## src/rtl/lmc_core_p.sv

```systemverilog
// lmc_core_p: Little-Man-Computer style accumulator CPU.
// Unified program/data RAM with synchronous read, accumulator with Z/PZ/V flags,
// and INP/OUT ports using valid/ready handshakes. Programs are loaded through the
// write port while halted. A run pulse starts execution at address 0.
// DATA_WIDTH must be at least ADDR_WIDTH+4 so that opcode and operand fit in one word.
module lmc_core_p #(
    parameter int ADDR_WIDTH = 4,
    parameter int DATA_WIDTH = 12
) (
    input  logic                  timer555,
    input  logic                  reset_count,
    input  logic                  run,
    input  logic                  prog_we,
    input  logic [ADDR_WIDTH-1:0] prog_addr,
    input  logic [DATA_WIDTH-1:0] prog_data,
    input  logic [DATA_WIDTH-1:0] in_data,
    input  logic                  in_valid,
    output logic                  in_ready,
    output logic [DATA_WIDTH-1:0] out_data,
    output logic                  out_valid,
    input  logic                  out_ready,
    output logic [DATA_WIDTH-1:0] Acc_out,
    output logic [ADDR_WIDTH-1:0] pc_out,
    output logic                  Z_flag,
    output logic                  PZ_flag,
    output logic                  V_flag,
    output logic                  halted,
    output logic                  err
);

    localparam int DEPTH = 2 ** ADDR_WIDTH;
    localparam int MSB   = DATA_WIDTH - 1;

    localparam logic [3:0] OP_HLT = 4'h0;
    localparam logic [3:0] OP_ADD = 4'h1;
    localparam logic [3:0] OP_SUB = 4'h2;
    localparam logic [3:0] OP_STA = 4'h3;
    localparam logic [3:0] OP_LDA = 4'h5;
    localparam logic [3:0] OP_BRA = 4'h6;
    localparam logic [3:0] OP_BRZ = 4'h7;
    localparam logic [3:0] OP_BRP = 4'h8;
    localparam logic [3:0] OP_INP = 4'h9;
    localparam logic [3:0] OP_OUT = 4'hA;

    typedef enum logic [2:0] {
        S_HALT,
        S_FETCH,
        S_DECODE,
        S_EXEC,
        S_MEM,
        S_WAIT_IN,
        S_WAIT_OUT
    } state_t;

    state_t                state_q, state_d;
    logic [ADDR_WIDTH-1:0] pc_q, pc_d;
    logic [3:0]            ir_op_q, ir_op_d;
    logic [ADDR_WIDTH-1:0] ir_opnd_q, ir_opnd_d;
    logic [DATA_WIDTH-1:0] acc_q, acc_d;
    logic [DATA_WIDTH-1:0] out_data_q, out_data_d;
    logic                  out_valid_q, out_valid_d;
    logic                  v_q, v_d;
    logic                  err_q, err_d;

    logic [DATA_WIDTH-1:0] mem [DEPTH];
    logic [DATA_WIDTH-1:0] ram_q;
    logic [ADDR_WIDTH-1:0] ram_addr;
    logic [DATA_WIDTH-1:0] ram_wdata;
    logic                  ram_we;

    logic [DATA_WIDTH-1:0] sum;
    logic [DATA_WIDTH-1:0] diff;
    logic                  add_ovf;
    logic                  sub_ovf;
    logic                  acc_zero;
    logic                  acc_pos;

    // RAM: single port, registered read every cycle, write suppressed during reset; contents survive reset
    always_ff @(posedge timer555) begin
        if (ram_we && !reset_count) begin
            mem[ram_addr] <= ram_wdata;
        end
        ram_q <= mem[ram_addr];
    end

    // Adder/subtractor on Acc and the RAM read word, with two's-complement overflow detection
    always_comb begin
        sum      = acc_q + ram_q;
        diff     = acc_q - ram_q;
        add_ovf  = (acc_q[MSB] == ram_q[MSB]) && (sum[MSB] != acc_q[MSB]);
        sub_ovf  = (acc_q[MSB] != ram_q[MSB]) && (diff[MSB] != acc_q[MSB]);
        acc_zero = (acc_q == '0);
        acc_pos  = !acc_q[MSB];
    end

    // Sequencer: next state, register updates and RAM port control, defaults first
    always_comb begin
        state_d     = state_q;
        pc_d        = pc_q;
        ir_op_d     = ir_op_q;
        ir_opnd_d   = ir_opnd_q;
        acc_d       = acc_q;
        out_data_d  = out_data_q;
        out_valid_d = out_valid_q;
        v_d         = v_q;
        err_d       = err_q;
        ram_addr    = pc_q;
        ram_wdata   = acc_q;
        ram_we      = 1'b0;

        case (state_q)
            S_HALT: begin
                ram_addr  = prog_addr;
                ram_wdata = prog_data;
                ram_we    = prog_we;
                if (run) begin
                    pc_d    = '0;
                    err_d   = 1'b0;
                    state_d = S_FETCH;
                end
            end
            S_FETCH: begin
                ram_addr = pc_q;
                state_d  = S_DECODE;
            end
            S_DECODE: begin
                ir_op_d   = ram_q[DATA_WIDTH-1 -: 4];
                ir_opnd_d = ram_q[ADDR_WIDTH-1:0];
                pc_d      = pc_q + ADDR_WIDTH'(1);
                state_d   = S_EXEC;
            end
            S_EXEC: begin
                ram_addr = ir_opnd_q;
                state_d  = S_FETCH;
                case (ir_op_q)
                    OP_HLT: state_d = S_HALT;
                    OP_ADD, OP_SUB, OP_LDA: state_d = S_MEM;
                    OP_STA: ram_we = 1'b1;
                    OP_BRA: pc_d = ir_opnd_q;
                    OP_BRZ: begin
                        if (acc_zero) begin
                            pc_d = ir_opnd_q;
                        end
                    end
                    OP_BRP: begin
                        if (acc_pos) begin
                            pc_d = ir_opnd_q;
                        end
                    end
                    OP_INP: state_d = S_WAIT_IN;
                    OP_OUT: begin
                        out_data_d  = acc_q;
                        out_valid_d = 1'b1;
                        state_d     = S_WAIT_OUT;
                    end
                    default: begin
                        err_d   = 1'b1;
                        state_d = S_HALT;
                    end
                endcase
            end
            S_MEM: begin
                state_d = S_FETCH;
                case (ir_op_q)
                    OP_LDA: begin
                        acc_d = ram_q;
                        v_d   = 1'b0;
                    end
                    OP_ADD: begin
                        acc_d = sum;
                        v_d   = add_ovf;
                    end
                    OP_SUB: begin
                        acc_d = diff;
                        v_d   = sub_ovf;
                    end
                    default: begin
                        acc_d = acc_q;
                    end
                endcase
            end
            S_WAIT_IN: begin
                if (in_valid) begin
                    acc_d   = in_data;
                    state_d = S_FETCH;
                end
            end
            S_WAIT_OUT: begin
                if (out_ready) begin
                    out_valid_d = 1'b0;
                    state_d     = S_FETCH;
                end
            end
            default: begin
                state_d = S_HALT;
            end
        endcase
    end

    // State and datapath registers with synchronous reset back to the halted idle state
    always_ff @(posedge timer555) begin
        if (reset_count) begin
            state_q     <= S_HALT;
            pc_q        <= '0;
            ir_op_q     <= '0;
            ir_opnd_q   <= '0;
            acc_q       <= '0;
            out_data_q  <= '0;
            out_valid_q <= 1'b0;
            v_q         <= 1'b0;
            err_q       <= 1'b0;
        end else begin
            state_q     <= state_d;
            pc_q        <= pc_d;
            ir_op_q     <= ir_op_d;
            ir_opnd_q   <= ir_opnd_d;
            acc_q       <= acc_d;
            out_data_q  <= out_data_d;
            out_valid_q <= out_valid_d;
            v_q         <= v_d;
            err_q       <= err_d;
        end
    end

    assign in_ready  = (state_q == S_WAIT_IN);
    assign halted    = (state_q == S_HALT);
    assign out_data  = out_data_q;
    assign out_valid = out_valid_q;
    assign Acc_out   = acc_q;
    assign pc_out    = pc_q;
    assign Z_flag    = acc_zero;
    assign PZ_flag   = acc_pos;
    assign V_flag    = v_q;
    assign err       = err_q;

endmodule

```

## config.mk

```make
export PLATFORM = sky130hd
export DESIGN_NAME = lmc_core_p
export DESIGN_NICKNAME = d
export VERILOG_FILES = /design/src/rtl/lmc_core_p.sv
export SDC_FILE = /design/constraint.sdc
export NUM_CORES = 1
export LEC_CHECK = 0
export CAP_MARGIN = 20
export CORE_UTILIZATION = 40
export DETAILED_ROUTE_END_ITERATION = 16
export SLEW_MARGIN = 20
export SYNTH_ARGS = -nofsm -noshare
export SYNTH_HDL_FRONTEND = slang
export SYNTH_SLANG_ARGS = --single-unit
```

## constraint.sdc

```tcl
create_clock -name timer555 -period 7.95 [get_ports timer555]
set_clock_uncertainty 0.2 [all_clocks]
set_input_delay 1.59 -clock timer555 [delete_from_list [all_inputs] [get_ports timer555]]
set_output_delay 1.59 -clock timer555 [all_outputs]
set_load 0.01 [all_outputs]
```

# ---- After elaboration in Yosys (flattened, before gate mapping)
# Memory sizes are Yosys's and may differ from the RTL's. A register that Yosys moved wholly into a read port is not among the register bits.
# Index checks and enable logic that the tools add are counted.
dict set report op_classes {
  n_addsub 3
  n_eq_ne 28
  reduce_logical 23
  shifts 0
  muxes 26
  order_cmp 0
  n_mul 0
  bitwise 0
  div_mod_pow 0
}
# operator count
set ops {}
lappend ops {{12-bit one-hot mux with 3 select lines} 1}
lappend ops {{12-bit two-way mux} 2}
lappend ops {{12-bit one-hot mux with 2 select lines} 1}
lappend ops {{4-bit one-hot mux with 3 select lines} 2}
lappend ops {{3-bit one-hot mux with 7 select lines} 1}
lappend ops {{12-bit adder} 1}
lappend ops {{4-bit by 3-bit equality test with 1-bit output, second input constant} 3}
lappend ops {{4-bit equality test, second input constant} 3}
lappend ops {{12-bit logical NOT} 1}
lappend ops {{4-bit two-way mux} 3}
lappend ops {{3-bit one-hot mux with 4 select lines} 1}
lappend ops {{3-bit AND reduction} 4}
lappend ops {{12-bit subtractor} 1}
lappend ops {{10-bit OR reduction} 1}
lappend ops {{3-bit equality test, second input constant} 3}
lappend ops {{3-bit two-way mux} 3}
lappend ops {{4-bit by 2-bit equality test with 1-bit output, second input constant} 2}
lappend ops {{2-bit != test, second input constant} 4}
lappend ops {{4-bit one-hot mux with 2 select lines} 1}
lappend ops {{1-bit two-way mux} 7}
lappend ops {{3-bit by 2-bit equality test with 1-bit output, second input constant} 2}
lappend ops {{3-bit != test, second input constant} 2}
lappend ops {{1-bit one-hot mux with 2 select lines} 3}
lappend ops {{2-bit nonzero test} 3}
lappend ops {{other kinds (18)} 25}
dict set report word_totals {
  output_inout_bits 35
  ff_bits 42
  mem_bits_rw 192
  input_bits 34
  romBits 0
  memories 1
  latchBits 0
}
# memory words word_bits rd rd_clocked_by_memory_dff wr line
set memory_table {}
lappend memory_table {mem 16 12 1 1 1 65} ;# logic [DATA_WIDTH-1:0] mem [DEPTH];

# ---- Longest topological paths before layout
dict set report logic_depth {
  ltp_word 6
  depth_mapped 10
  mapped_depth_nobuf 10
}

# ---- Worst setup path before layout
# No wires, ideal clock.
dict set report synth_path {
  kind {input -> register}
  startpoint {input prog_addr[0]}
  endpoint {memory mem[12][0], enable pin}
  cell_stages 7
  setup_time_ns 0.380
  setup_slack_ns 3.952
  arrival_ns 3.418
  path_cell_list {o22a_1 -> o22a_1 -> buf_2 -> buf_2 -> buf_2 -> or3b_1 -> nor2_1}
}
dict set report synth_via {
  elab_chain_len 1
}
# item line
set synth_lines {}
lappend synth_lines {{start: declaration} 14} ;# input logic [ADDR_WIDTH-1:0] prog_addr,
lappend synth_lines {{4-bit one-hot mux with 2 select lines} 111} ;# case (state_q)
lappend synth_lines {{end: declaration} 65}
# No other way between the ends.

# ---- Worst setup path in the final report
dict set report layout_path {
  startpoint {register state_q[2]}
  endpoint {output in_ready}
}
dict set report layout_via {
  elab_chain_len 1
}
# item line
set layout_lines {}
lappend layout_lines {{start: declaration} 55} ;# state_t state_q, state_d;
lappend layout_lines {{start signal: assignment} 213} ;# state_q <= state_d;
lappend layout_lines {{3-bit equality test} 225} ;# assign in_ready = (state_q == S_WAIT_IN);
lappend layout_lines {{end: declaration} 18} ;# output logic in_ready,
# No other way between the ends.

==> flow_summary.ini <==
[power]
peakVddDrop_mv = 0.1970
leakagePower_nw = 4.312
power_density_nw_per_um2 = 284.4

[grt]
grt_pass1_wl_mm = 42.02
grt.total_usage = 0.1961
grt_max_degree = 47
grt_overflow = 0
antenna_found_initial = 0
grt_pass1_vias = 6985

[outcome]
outcome = complete, no violations

[route]
wl_mm = 27.30
viasPerCell = 5.538
drc = 0
vias = 7028
drt_iter0_drc = 533
wire_per_inst_um = 21.51
detail-route-antenna-nets = 0
drtPass1Iterations = 5

[worst_hold_path]
hold_path_class = reg -> reg
hp-start = out_data[7]
hold_depth = 2

[worst_setup_path]
crit_path_cell_trace = nor2b_1 -> nand2_1 -> inv_2 -> clkdlybuf4s50_1
end_kind = output pin
path_max_fanout = 17
arrival_ps = 2720
worstSetupPathType = reg -> out
start_kind = register
critPathRequiredTime_ps = 6160
cp_slowest_stage_delay_ps = 730
reg2reg_slack_ps = 3790
cp_num_buf_inv = 2
critPathTopFamily = buffers and inverters
r2r-start = state_q[1]
cp.depth = 4
rr_worst_depth = 6
crit_start = state_q[2]
crit_slowest_cell = dfxtp_1

[logic_synthesis]
async_reset_ff_frac = 0
synth-edff-count = 192
avgSynthCellArea_um2 = 13.59
yosysUniqueCellTypes = 63
synth_seq_area_share = 0.6160
synth.largest_area_cell = edfxtp_1
synth_seq_cells = 246
synth_ff_type = edfxtp_1
syn-num-nets = 877
synth_area_leaders = edfxtp_1 (52%), dfxtp_1 (9.7%), mux4_2 (9.7%)
yosysTopAreaCellShare = 0.5187
yosys_warnings = 0
yosysMostFrequentCell = edfxtp_1
yosys-top-cells-count = edfxtp_1 (192), a21oi_1 (71), nand2_1 (68)
synth_area_um2 = 11110
syn_inst = 818

[cts]
cts.htree.levels = 1
clk_latency_ps = 550
cts.clk_slew.worst_paths_ps = 60
ctsResizeCount = 0
postCtsHoldBufs = 0
cts_tree = built
cts_root_buffer = clkbuf_16
cts.sinks = 246
cts_buffers = 26
max-clock-path-buffers = 3
cts_setup_buffers = 0

[floorplan]
fp.coreArea_um2 = 27100
start_util = 0.4101
die-area_um2 = 28460
rows = 60
ios = 69
die_x_um = 168.7
die_y_um = 168.7

[timing]
slew_headroom = 0.3250
timing.hold.ws_ps = 251.8
finalHoldViolations = 0
rsz0062_at_grt = no
period_needed_ps = 4508
setup_tns_ps = 0
clock.fmax_ghz = 0.2218
worst_slew_pin_slew_ps = 1009
post-route-period-util = 0.5670
drv_slew = 0
setup_viol = 0

[placement]
port_buffers = 68
post-dp-hpwl_mm = 18.86
place.gp.congestion = 0.8620

[final_layout]
fillers = 2370
layout-drive-gt1-share = 0.1327
num_antenna_cells = 0
nets = 937
final-seq-area_um2 = 6847
syn2layout_area_growth_pct = 17.31
multiInputGateArea_um2 = 3969

[flow_run]
cap_violations = 0
through the flow:
step	cells	setup WS [ps]	utilization	power, mW	cell area (um^2)
global placement	1221	2873	0.4470	2.472	12120
finish	1269	3442	0.4811	3.708	13040
detailed placement	1221	2810	0.4470	2.479	12120
floorplan	818	3952	-	2.211	11110
CTS	1268	3351	0.4803	3.739	13020
global route	1269	3261	0.4811	3.863	13040
worst paths after layout:
check	end
max	in_ready
min	out_data[7]
max reg2reg	mem[11][1]
min reg2reg	out_data[7]
cells by family (layout without fill, tap and decap cells):
kind of cell | Yosys count | after routing | share of synthesized area
buffers and inverters | 72 | 151 | 0.02927
multiplexers | 71 | 71 | 0.1190
AO/OA/AOI/OAI | 180 | 180 | 0.1073
flip-flops | 246 | 246 | 0.6160
AND/OR/NAND/NOR | 217 | 217 | 0.09344
XOR/XNOR | 7 | 7 | 0.005516
adder cells (fa/ha/maj) | 25 | 25 | 0.02950
sequential cells by signal (all words and copies together), names as in the netlist, 3 cells and up:
signal	cells
Acc_out	12
mem	192
out_data	12
ir_op_q	4
pc_out	4
state_q	3
ir_opnd_q	4
ram_q	12
worst reg2reg max path: cells and delay by family, from the launching register on:
family | cells | cell delay, ps
AO/OA/AOI/OAI | 2 | 850
buffers and inverters | 1 | 590
flip-flops | 1 | 650
AND/OR/NAND/NOR | 3 | 1510
power breakdown:
| group | leakage [nW] | internal, mW | switching, mW | total, mW |
|---|---|---|---|---|
| sequential | 2.19 | 1.49 | 0.0957 | 1.58 |
| clock | 0.435 | 0.765 | 0.494 | 1.26 |
| combinational | 1.69 | 0.372 | 0.495 | 0.867 |
placed cells by master (no fill, tap or decap), types with 5 or more instances in the layout:
| cell type | netlist | routed |
|---|---|---|
| clkinv_1 | 0 | 5 |
| nand2_1 | 68 | 68 |
| nor2b_1 | 24 | 24 |
| mux4_2 | 48 | 48 |
| o21a_1 | 5 | 5 |
| and3_1 | 5 | 5 |
| nor2_2 | 0 | 6 |
| nor4_1 | 8 | 8 |
| a211oi_1 | 17 | 17 |
| nor2_1 | 54 | 48 |
| nand3_1 | 7 | 7 |
| inv_1 | 24 | 24 |
| nand2b_1 | 14 | 14 |
| mux2_2 | 9 | 9 |
| o21ai_0 | 17 | 17 |
| ha_1 | 23 | 23 |
| o211ai_1 | 6 | 6 |
| clkbuf_16 | 0 | 26 |
| a21oi_1 | 71 | 71 |
| o22a_1 | 8 | 5 |
| dfxtp_1 | 54 | 54 |
| clkdlybuf4s50_1 | 0 | 68 |
| nor3_1 | 15 | 15 |
| a221oi_1 | 10 | 10 |
| mux2i_1 | 14 | 14 |
| edfxtp_1 | 192 | 192 |
| bufinv_16 | 0 | 5 |
| buf_4 | 3 | 11 |
layout make-up:
| class | count | area share |
|---|---|---|
| inverter | 25 | 0.007197 |
| clock inverter | 17 | 0.01804 |
| sequential | 246 | 0.5251 |
| timing repair buffer | 79 | 0.05854 |
| clock buffer | 30 | 0.05105 |
| tap | 372 | 0.03570 |
| multi-input combinational | 500 | 0.3044 |
layer usage:
layer | global-route usage | vias up | share of wire
li1 | - | 3273 | -
met1 | 0.2621 | 3448 | 0.42
met2 | 0.3216 | 249 | 0.48
met3 | 0.02852 | 58 | 0.059
met4 | 0.08063 | 0 | 0.040
met5 | 0 | - | 0
No activity file was read; power rests on OpenSTA's default activity.
